$ cat src/rtl/irrigacao_pkg.sv
// Shared state codes and default timing constants for the drip-irrigation valve stage.
package irrigacao_pkg;

  typedef enum logic [1:0] {
    FECHADA = 2'd0,
    FILTRO  = 2'd1,
    ABERTA  = 2'd2,
    PAUSA   = 2'd3
  } estado_t;

  localparam int DEB_TICKS_DEF = 3;
  localparam int MIN_ON_DEF    = 10;
  localparam int MAX_ON_DEF    = 600;
  localparam int MIN_OFF_DEF   = 30;
  localparam int CW_DEF        = 10;

endpackage

$ cat src/rtl/contador_ticks.sv
// Tick counter with synchronous clear, tick enable and a terminal-value compare.
module contador_ticks #(
  parameter int CW = 10
) (
  input  logic          clk,
  input  logic          rst,
  input  logic          clr,
  input  logic          en,
  input  logic [CW-1:0] lim,
  output logic [CW-1:0] cnt,
  output logic          fim
);

  always_ff @(posedge clk) begin
    if (rst || clr)
      cnt <= '0;
    else if (en)
      cnt <= cnt + CW'(1);
  end

  assign fim = (cnt == lim);

endmodule

$ cat src/rtl/valvula_gotejamento.sv
// Solenoid valve actuator: debounce, min on/off time and max-on watchdog.
// Optional open-cycle counter on port ciclos when CONTADOR_CICLOS_EN is defined.
module valvula_gotejamento
  import irrigacao_pkg::*;
#(
  parameter int DEB_TICKS = DEB_TICKS_DEF,
  parameter int MIN_ON    = MIN_ON_DEF,
  parameter int MAX_ON    = MAX_ON_DEF,
  parameter int MIN_OFF   = MIN_OFF_DEF,
  parameter int CW        = CW_DEF
) (
  input  logic       clk,
  input  logic       rst,
  input  logic       tick,
  input  logic       req,
  input  logic       alin,
  output logic       valvula,
  output logic [1:0] estado,
  output logic       falha
`ifdef CONTADOR_CICLOS_EN
  ,
  output logic [7:0] ciclos
`endif
);

  estado_t       state_q, state_d;
  logic          drop_q;
  logic          set_falha;
  logic          cnt_clr, cnt_en, fim;
  logic [CW-1:0] cnt, lim;
  logic          fecha_req;

  contador_ticks #(.CW(CW)) u_cnt (
    .clk (clk),
    .rst (rst),
    .clr (cnt_clr),
    .en  (cnt_en),
    .lim (lim),
    .cnt (cnt),
    .fim (fim)
  );

  always_comb begin
    lim = '0;
    case (state_q)
      FILTRO:  lim = CW'(DEB_TICKS - 1);
      ABERTA:  lim = CW'(MAX_ON - 1);
      PAUSA:   lim = CW'(MIN_OFF - 1);
      default: lim = '0;
    endcase
  end

  // A request drop seen before MIN_ON is remembered in drop_q until the valve closes.
  assign fecha_req = (~req | drop_q) && (cnt >= CW'(MIN_ON));

  always_comb begin
    state_d   = state_q;
    set_falha = 1'b0;
    case (state_q)
      FECHADA: if (req && !alin) state_d = FILTRO;
      FILTRO: begin
        if (!req || alin)     state_d = FECHADA;
        else if (tick && fim) state_d = ABERTA;
      end
      ABERTA: begin
        if (alin) state_d = PAUSA;
        else if (tick && fim) begin
          state_d   = PAUSA;
          set_falha = 1'b1;
        end
        else if (fecha_req) state_d = PAUSA;
      end
      PAUSA:   if (tick && fim) state_d = FECHADA;
      default: state_d = FECHADA;
    endcase
  end

  assign cnt_clr = (state_d != state_q);
  assign cnt_en  = tick && (state_q != FECHADA);

  always_ff @(posedge clk) begin
    if (rst) begin
      state_q <= FECHADA;
      valvula <= 1'b0;
      falha   <= 1'b0;
      drop_q  <= 1'b0;
    end
    else begin
      state_q <= state_d;
      valvula <= (state_d == ABERTA);
      falha   <= falha | set_falha;
      drop_q  <= (state_q == ABERTA) && (state_d == ABERTA) && (drop_q || !req);
    end
  end

  assign estado = state_q;

`ifdef CONTADOR_CICLOS_EN
  always_ff @(posedge clk) begin
    if (rst)
      ciclos <= 8'd0;
    else if (state_q == ABERTA && state_d == PAUSA && ciclos != 8'hFF)
      ciclos <= ciclos + 8'd1;
  end
`endif

endmodule

$ cat config.mk
export PLATFORM = sky130hd
export DESIGN_NAME = valvula_gotejamento
export DESIGN_NICKNAME = d
export VERILOG_FILES = /design/src/rtl/irrigacao_pkg.sv /design/src/rtl/contador_ticks.sv /design/src/rtl/valvula_gotejamento.sv
export SDC_FILE = /design/constraint.sdc
export NUM_CORES = 1
export LEC_CHECK = 0
export ABC_AREA = 0
export CAP_MARGIN = 10
export CORE_MARGIN = 8
export CORE_UTILIZATION = 50
export DETAILED_ROUTE_END_ITERATION = 7
export DONT_BUFFER_PORTS = 1
export GPL_ROUTABILITY_DRIVEN = 1
export PLACE_DENSITY = 0.72
export SYNTH_ARGS = -nofsm -noshare
export SYNTH_HDL_FRONTEND = slang
export SYNTH_SLANG_ARGS = --single-unit
$ cat constraint.sdc
create_clock -name clk -period 3.2 [get_ports clk]
set_input_delay 0.96 -clock clk [delete_from_list [all_inputs] [get_ports clk]]
set_output_delay 0.96 -clock clk [all_outputs]
set_load 0.1 [all_outputs]
Yosys cells after proc, flatten, opt, wreduce, memory -nomap -nowiden
Cells that the tools add are included.

Register bits after elaboration: 15. Bits of input ports: 5.

Add/sub/neg operators: 1. $lt $le $gt $ge: 1. Eq/ne operators: 6. Multiplexer cells: 12. Bitwise operators: 3. Reductions and logical operators: 13.

Operators by type and width (number): 10-bit one-hot mux with 3 select lines (1); 2-bit 2-to-1 mux (7); 10-bit by 1-bit adder with 10-bit output (second input constant) (1); 10-bit equality test (1); 10-bit by 4-bit >= comparator with 1-bit output (second input constant) (1); 2-bit one-hot mux with 4 select lines (1); 2-bit equality test (second input constant) (3); 1-bit logical AND (6); 1-bit logical OR (3); 1-bit 2-to-1 mux (3); 2-bit by 1-bit equality test with 1-bit output (second input constant) (1); 1-bit logical NOT (2); 2-bit logical NOT (1); 2-bit != test (1); 1-bit bitwise OR (2); 2-bit nonzero test (1); 1-bit NOT (1).

Longest topological paths before layout
Gate-level depths: netlist of the first run.

Depth after elaboration: 10. Mapped depth: 9. Depth with buffers taken out: 7.

By module
Synthesis of the first run repeated with hierarchy kept, for this count alone.

Cells, all modules: 112. Area, all modules: 945.9 µm².

By module, submodules not included: contador_ticks (times used 1, cells each 64, area an instance 553.0 µm²); valvula_gotejamento (times used 1, cells each 48, area an instance 392.9 µm²).

Worst setup path before layout of the first run
No wires, ideal clock.

Path type: register to register. Start: register state_q[0] (netlist: estado[0]). End: register u_cnt.cnt[0]. Library setup time: 0.140 ns. Arrival: 2.783 ns. Path slack: 0.277 ns. Cell stages (with the launch flop): 8. Path buffers: 0. Path through: dfxtp_1 -> inv_1 -> ha_1 -> or3_2 -> a22oi_4 -> nand2_4 -> o41ai_4 -> nor4_1.

Longest elaborated chain between the ends: 9.

RTL lines: from (decl) (RTL line valvula_gotejamento.sv:26) `estado_t state_q, state_d;`; from (signal assigned) (RTL line valvula_gotejamento.sv:89) `state_q <= state_d;`; 2-bit equality test / 2-bit by 1-bit equality test with 1-bit output (equally long branches) (RTL line valvula_gotejamento.sv:45, valvula_gotejamento.sv:59); 10-bit one-hot mux with 3 select lines (RTL line valvula_gotejamento.sv:45) `case (state_q)`; 10-bit equality test (RTL line contador_ticks.sv:21) `assign fim = (cnt == lim);`; 1-bit logical AND (RTL line valvula_gotejamento.sv:63, valvula_gotejamento.sv:67, valvula_gotejamento.sv:73); 2-bit 2-to-1 mux (on tied branches) (RTL line valvula_gotejamento.sv:67, valvula_gotejamento.sv:63); 2-bit 2-to-1 mux (on tied branches) (RTL line valvula_gotejamento.sv:66, valvula_gotejamento.sv:62); 2-bit one-hot mux with 4 select lines (RTL line valvula_gotejamento.sv:59) `case (state_q)`; 2-bit != test (RTL line valvula_gotejamento.sv:78) `assign cnt_clr = (state_d != state_q);`; 1-bit logical OR (RTL line contador_ticks.sv:15) `if (rst || clr)`; to (signal assigned) (RTL line contador_ticks.sv:18) `cnt <= cnt + CW'(1);`; to (decl) (RTL line contador_ticks.sv:10) `output logic [CW-1:0] cnt,`.

Parallel ways exist; a longest one is shown, timed or not. A chain may end at the register's enable or synchronous reset.

Worst setup path in the final report of the first run
Start: register state_q[1] (netlist: estado[1]). End: register u_cnt.cnt[8].

Same word-level chain as after synthesis.

==> summary.txt, run 1 <==
Slew HR -> 0.3508
GRT Total Usage -> 0.1321
IO buf count -> 0
commonest non-fill, non-tap cell in the layout -> dfxtp_1
synthesized flop and latch total -> 15
nets@finish -> 131
Post-synth EDFFs -> 0
# Post-CTS Setup Buffers -> 0
total grt overflow -> 0
Setup Crit Path Kind -> flip-flop to flip-flop
Inserted Clock Buffers -> 3
final cycle utilization of the critical path -> 0.7550
commonest cells after routing, fill and taps aside -> 15 x dfxtp_1, 13 x nor4_1, 8 x nand2_1, 7 x xnor2_1, 7 x nor2_1
Syn. warnings -> 0
PostCTS Resize Cnt -> 0
DRC Markers -> 0
P per Cell Area -> 933.7 nW/um2
Clock Skew -> 0.003741 ns
Primary FF master, synth -> dfxtp_1
die span in x -> 61.80 um
Fin Hold WS -> 0.5688 ns
library cells used by synthesis -> 39
# IOs -> 9
Hold Buf Count CTS -> 0
# placed instances -> 142
total core area -> 1962 um2
Slew Viols, Final -> 0
worst vdd ir -> 413.5 uV
cell count after synthesis -> 119
vias per cell -> 6.185
largest net degree at the start of global routing -> 15
Pre-Repair DR Iteration Count -> 4
Lkg Pwr -> 0.0003716 uW
CP arrival -> 2.60 ns
required time worst endpoint -> 3.39 ns
endpoints failing setup -> 0
Final min period -> 2.416 ns
critical path's largest stage delay -> 0.55 ns
CP Capture Type -> flip-flop
Die Y -> 61.80 um
CP Launch Type -> flip-flop
Worst-path clk slew -> 0.09 ns
Placer Congestion -> 0.8589
HPWL after DPL -> 1798 um
sequence of cells on the critical path -> inv_1, ha_1, nor2b_1, nand4_1, nor2_1, xnor2_1, nor4_1
final hold vios -> 0
full die area -> 3819 um2
number of global-route vias before repair -> 812
synthesized cell area -> 1049 um2
row count -> 16
Hold Crit Class -> flip-flop to flip-flop
Crit Path Max Fanout -> 14
Area growth syn-to-layout -> 2.267%
wire length per cell -> 16.52 um
Syn Nets -> 130
mean post-synth cell area -> 8.811 um2
RSZ-0062 raised after global routing -> false
DRT antenna net count -> 0
fmax -> 413.9 MHz
share of cells above drive strength 1 -> 0.1261
# clock sinks -> 15
1st-iter DRT viols -> 48
Worst-Skew Late Latency -> 0.28 ns
ANT cells -> 0
async set-reset flop share out of synthesis -> 0
first-pass GRT wire length -> 3822 um
Seq/Total Area, Yosys -> 0.2864
Via Count -> 903
status -> completed
FILL cells -> 204
max cap viols -> 0
clock buffer depth -> 2
clock root cell -> clkbuf_4
Total Routed Length -> 2412 um
Final Non-Filler Cells -> 146
actual slew at the worst max-slew pin -> 0.9725 ns
Setup TNS -> 0 ns
CTS HTree Levels -> 1
Crit-path slowest cell -> nor2b_1
Initial Util -> 0.5344
initial antenna violation count -> 0
CTS tree -> built
## metal layers
metal  global-route usage  wire, um
met1               0.1835      1130
met2               0.2038      1115
met3              0.01852       153
met4              0.03896        12
met5                    0         0
## power by group
| part | switching [uW] | internal, uW | total (uW) |
|---|---|---|---|
| Clock | 62.1 | 46.3 | 108 |
| Sequential | 91.3 | 214 | 306 |
| Combinational | 393 | 194 | 587 |
| Total | 547 | 454 | 1000 |
## synthesized netlist by cell type, types with 2 or more instances
library cell / number / share of area
a31oi_1: 2 / 0.012
nand2b_1: 2 / 0.012
nand3_1: 4 / 0.019
a32oi_1: 2 / 0.017
xnor2_1: 7 / 0.058
o31a_1: 2 / 0.017
o31ai_1: 2 / 0.014
nor2_1: 7 / 0.025
xor2_1: 4 / 0.033
and3_1: 3 / 0.018
nand2_1: 8 / 0.029
buf_4: 2 / 0.014
a21oi_1: 3 / 0.014
nor3b_1: 2 / 0.014
nor4_1: 13 / 0.078
nand4_1: 4 / 0.024
buf_6: 3 / 0.032
ha_1: 6 / 0.072
nor3_1: 5 / 0.024
dfxtp_1: 15 / 0.29
inv_1: 5 / 0.018
## worst paths after layout
check / to / start / cells after the start / slack [ns]
worst max-delay path: u_cnt.cnt[8] / estado[1] / 7 / 0.78
worst min-delay path: u_cnt.cnt[8] / u_cnt.cnt[8] / 2 / 0.57
worst max register to register: u_cnt.cnt[8] / estado[1] / 7 / 0.78
worst min register to register: u_cnt.cnt[8] / u_cnt.cnt[8] / 2 / 0.57
## cell families (layout without fill, tap and decap cells)
logic type	after synthesis	in the layout	synth area share
buffers and inverters	11	11	0.06801
DFF	15	15	0.2864
xor gates and xnor gates	11	11	0.09188
and+or+nand+nor	56	56	0.3055
adders and majority gates	6	6	0.07160
AOI/OAI and AO/OA	20	20	0.1766
## through the flow
stage          area [um2]  utilization  setup slack, ns  total power, uW
4_1_cts              1072       0.5466           0.8415            997.7
6_report             1072       0.5466           0.7840             1001
5_1_grt              1072       0.5466           0.5785             1062
3_3_place_gp         1045       0.5325           0.8531            878.3
2_1_floorplan        1049            -           0.2773            815.7
3_5_place_dp         1045       0.5325           0.8258            887.2
## critical path, delay by kind of cell (launching register included)
kind	cells	cell delay, ns
and+or+nand+nor	4	1.22
DFF	1	0.50
adders and majority gates	1	0.39
xor gates and xnor gates	1	0.07
buffers and inverters	1	0.14
## layout make-up
| class | instances | area (um2) | share of cell area |
|---|---|---|---|
| tap | 27 | 33.78 | 0.03151 |
| multi-input combinational | 93 | 676.9 | 0.6313 |
| timing repair buffer | 2 | 15.01 | 0.01400 |
| sequential | 15 | 300.3 | 0.2800 |
| clock inverter | 1 | 5.005 | 0.004667 |
| clock buffer | 3 | 22.52 | 0.02100 |
| inverter | 5 | 18.77 | 0.01750 |
## state kept, by name (all words and copies together), names as in the netlist
signal	count
drop_q	1
falha	1
u_cnt.cnt	10
estado	2
valvula	1
Power figures use the tool's default switching activity.
==> run 2, diff against run 1 <==
Settings changed: PLACE_DENSITY 0.72 to 0.75.
Clock period 3.2 ns to 2.03 ns, I/O delays scaled along.
==> run 2 against run 1 <==
Net effect:
- the flow now finishes with violations (negative setup slack)
- via count up 6.1%
- design area up 19%
- clock skew down 0.0019 ns
- wire length up 6.1%
- die area unchanged
- fmax up 17%
- core utilization up 10 points
- flip-flop and latch count unchanged
- hold slack worse by 0.18 ns
- highest routed layer unchanged
==> summary.txt, run 2 (synthesized netlist as in run 1, its figures left out) <==
DRC Markers -> 0
wire length per cell -> 16.20 um
share of cells above drive strength 1 -> 0.3130
Crit-path slowest cell -> dfxtp_4
FF-to-FF path depth -> 7
row count -> 16
required time worst endpoint -> 2.22 ns
Initial Util -> 0.5344
sequence of cells on the critical path -> buf_8, ha_1, nand3b_1, a32o_1, a32oi_1, o21ai_4, nor4_1
Area growth syn-to-layout -> 21.60%
clock buffer depth -> 2
Most flops, register -> u_cnt.cnt
PnR worst setup slack -> -0.03519 ns
Hold Crit Class -> primary input to flip-flop
crit path launch -> estado[0]
DRT antenna net count -> 0
actual slew at the worst max-slew pin -> 0.4206 ns
CTS tree -> built
final hold vios -> 0
Final min period -> 2.065 ns
Crit Path Max Fanout -> 10
Pre-Repair DR Iteration Count -> 4
first-pass GRT wire length -> 4153 um
pre-CTS WS -> 0.008417 ns
hold path cells -> 1
CP Capture Type -> flip-flop
ANT cells -> 0
largest net degree at the start of global routing -> 15
Worst R2R Setup Slack -> -0.04 ns
CP Launch Type -> flip-flop
GRT Total Usage -> 0.1444
Inserted Clock Buffers -> 3
hold endpoint -> falha
full die area -> 3819 um2
CP arrival -> 2.25 ns
Final Cell Area -> 1275 um2
Hold Buf Count CTS -> 0
commonest cells after routing, fill and taps aside -> 13 x dfxtp_1, 11 x buf_4, 8 x nor4_1, 8 x nand2_1
CP bufs+invs -> 1
commonest non-fill, non-tap cell in the layout -> dfxtp_1
1st-iter DRT viols -> 57
Final Non-Filler Cells -> 158
CTS HTree Levels -> 1
final cycle utilization of the critical path -> 1.017
Total Routed Length -> 2560 um
violated checks -> negative setup slack
nets@finish -> 143
HPWL after DPL -> 1850 um
total core area -> 1962 um2
max cap viols -> 0
die span in x -> 61.80 um
Worst-path clk slew -> 0.10 ns
Slew HR -> 0.7183
Worst-Skew Late Latency -> 0.29 ns
Worst Hold Launch -> rst
worst vdd ir -> 1081 uV
final core occ -> 0.6499
Die Y -> 61.80 um
FF-to-FF Start -> estado[0]
Largest delay share family, worst path -> compound AO/OA/AOI/OAI gates
vias per cell -> 6.063
endpoints failing setup -> 1
fmax -> 484.2 MHz
IO buf count -> 0
total grt overflow -> 0
# IOs -> 9
FILL cells -> 180
Setup Crit Path Kind -> flip-flop to flip-flop
initial antenna violation count -> 0
Clock Skew -> 0.001843 ns
# placed instances -> 151
Critical R2R Capture -> u_cnt.cnt[3]
Via Count -> 958
number of global-route vias before repair -> 902
critical path's largest stage delay -> 0.40 ns
clock root cell -> clkbuf_4
# clock sinks -> 15
Lkg Pwr -> 0.0004447 uW
RSZ-0062 raised after global routing -> true
area post-placement -> 1156 um2
max reg flops -> 10
Placer Congestion -> 0.8968
Slew Viols, Final -> 0
status -> complete, but fails checks
P per Cell Area -> 1520 nW/um2
==> run 2: changes by cell type in the layout (fill, tap and decap cells not counted), sizes merged <==
cell,before,now
buf,2,14
==> run 2: area by class of cell <==
| cell class | instances | area (um2) | share of cell area |
|---|---|---|---|
| clock buffers | 3 | 22.52 | 0.01766 |
| clock inverters | 1 | 5.005 | 0.003925 |
| inverters | 5 | 26.28 | 0.02061 |
| multi-input cells | 93 | 759.5 | 0.5957 |
| flip-flops and latches | 15 | 307.8 | 0.2414 |
| well taps | 27 | 33.78 | 0.02650 |
| repair buffers | 14 | 120.1 | 0.09421 |
==> run 2: worst max path at each step <==
stage | slack (ns) | end | depth (start not counted)
final | -0.04 | u_cnt.cnt[3] | 7
after detailed placement | 0.008 | u_cnt.cnt[8] | 9
after global routing | -0.16 | u_cnt.cnt[8] | 7
after global placement | 0.08 | u_cnt.cnt[5] | 9
after floorplan | -0.12 | u_cnt.cnt[0] | 8
after CTS | 0.005 | u_cnt.cnt[3] | 8
==> run 2: power breakdown <==
| group | internal [uW] | switching (uW) |
|---|---|---|
| clock | 73.2 | 104 |
| sequential | 348 | 72.4 |
| combinational | 523 | 816 |
==> run 2: through the flow <==
step,TNS [ns],total power (uW),hold slack [ns]
global route,-1.306,2056,0.3797
CTS,0,1728,0.3762
floorplan,-1.196,1372,0.5392
global placement,0,1520,0.4593
finish,-0.03519,1937,0.3859
detailed placement,0,1545,0.4786
==> run 2: what timing repair did <==
item,in CTS,in global routing
buffers inserted,0,3
setup endpoints to repair,5,11
pin swaps,1,3
gates resized for setup,1,14
==> run 2: per-layer routing <==
metal / part of all wire / up-vias / GRT usage
met5: 0 / - / 0
met4: 0.0094 / 0 / 0.05844
met3: 0.049 / 5 / 0.02881
met2: 0.48 / 36 / 0.2230
met1: 0.46 / 448 / 0.1899
li1: - / 469 / -
==> run 3, diff against run 2 <==
Settings changed: GPL_ROUTABILITY_DRIVEN 1 to not set, HOLD_SLACK_MARGIN set to 0.05.
==> results of run 3 <==
The final DEF is identical to that of run 2; final timing and power are the same.
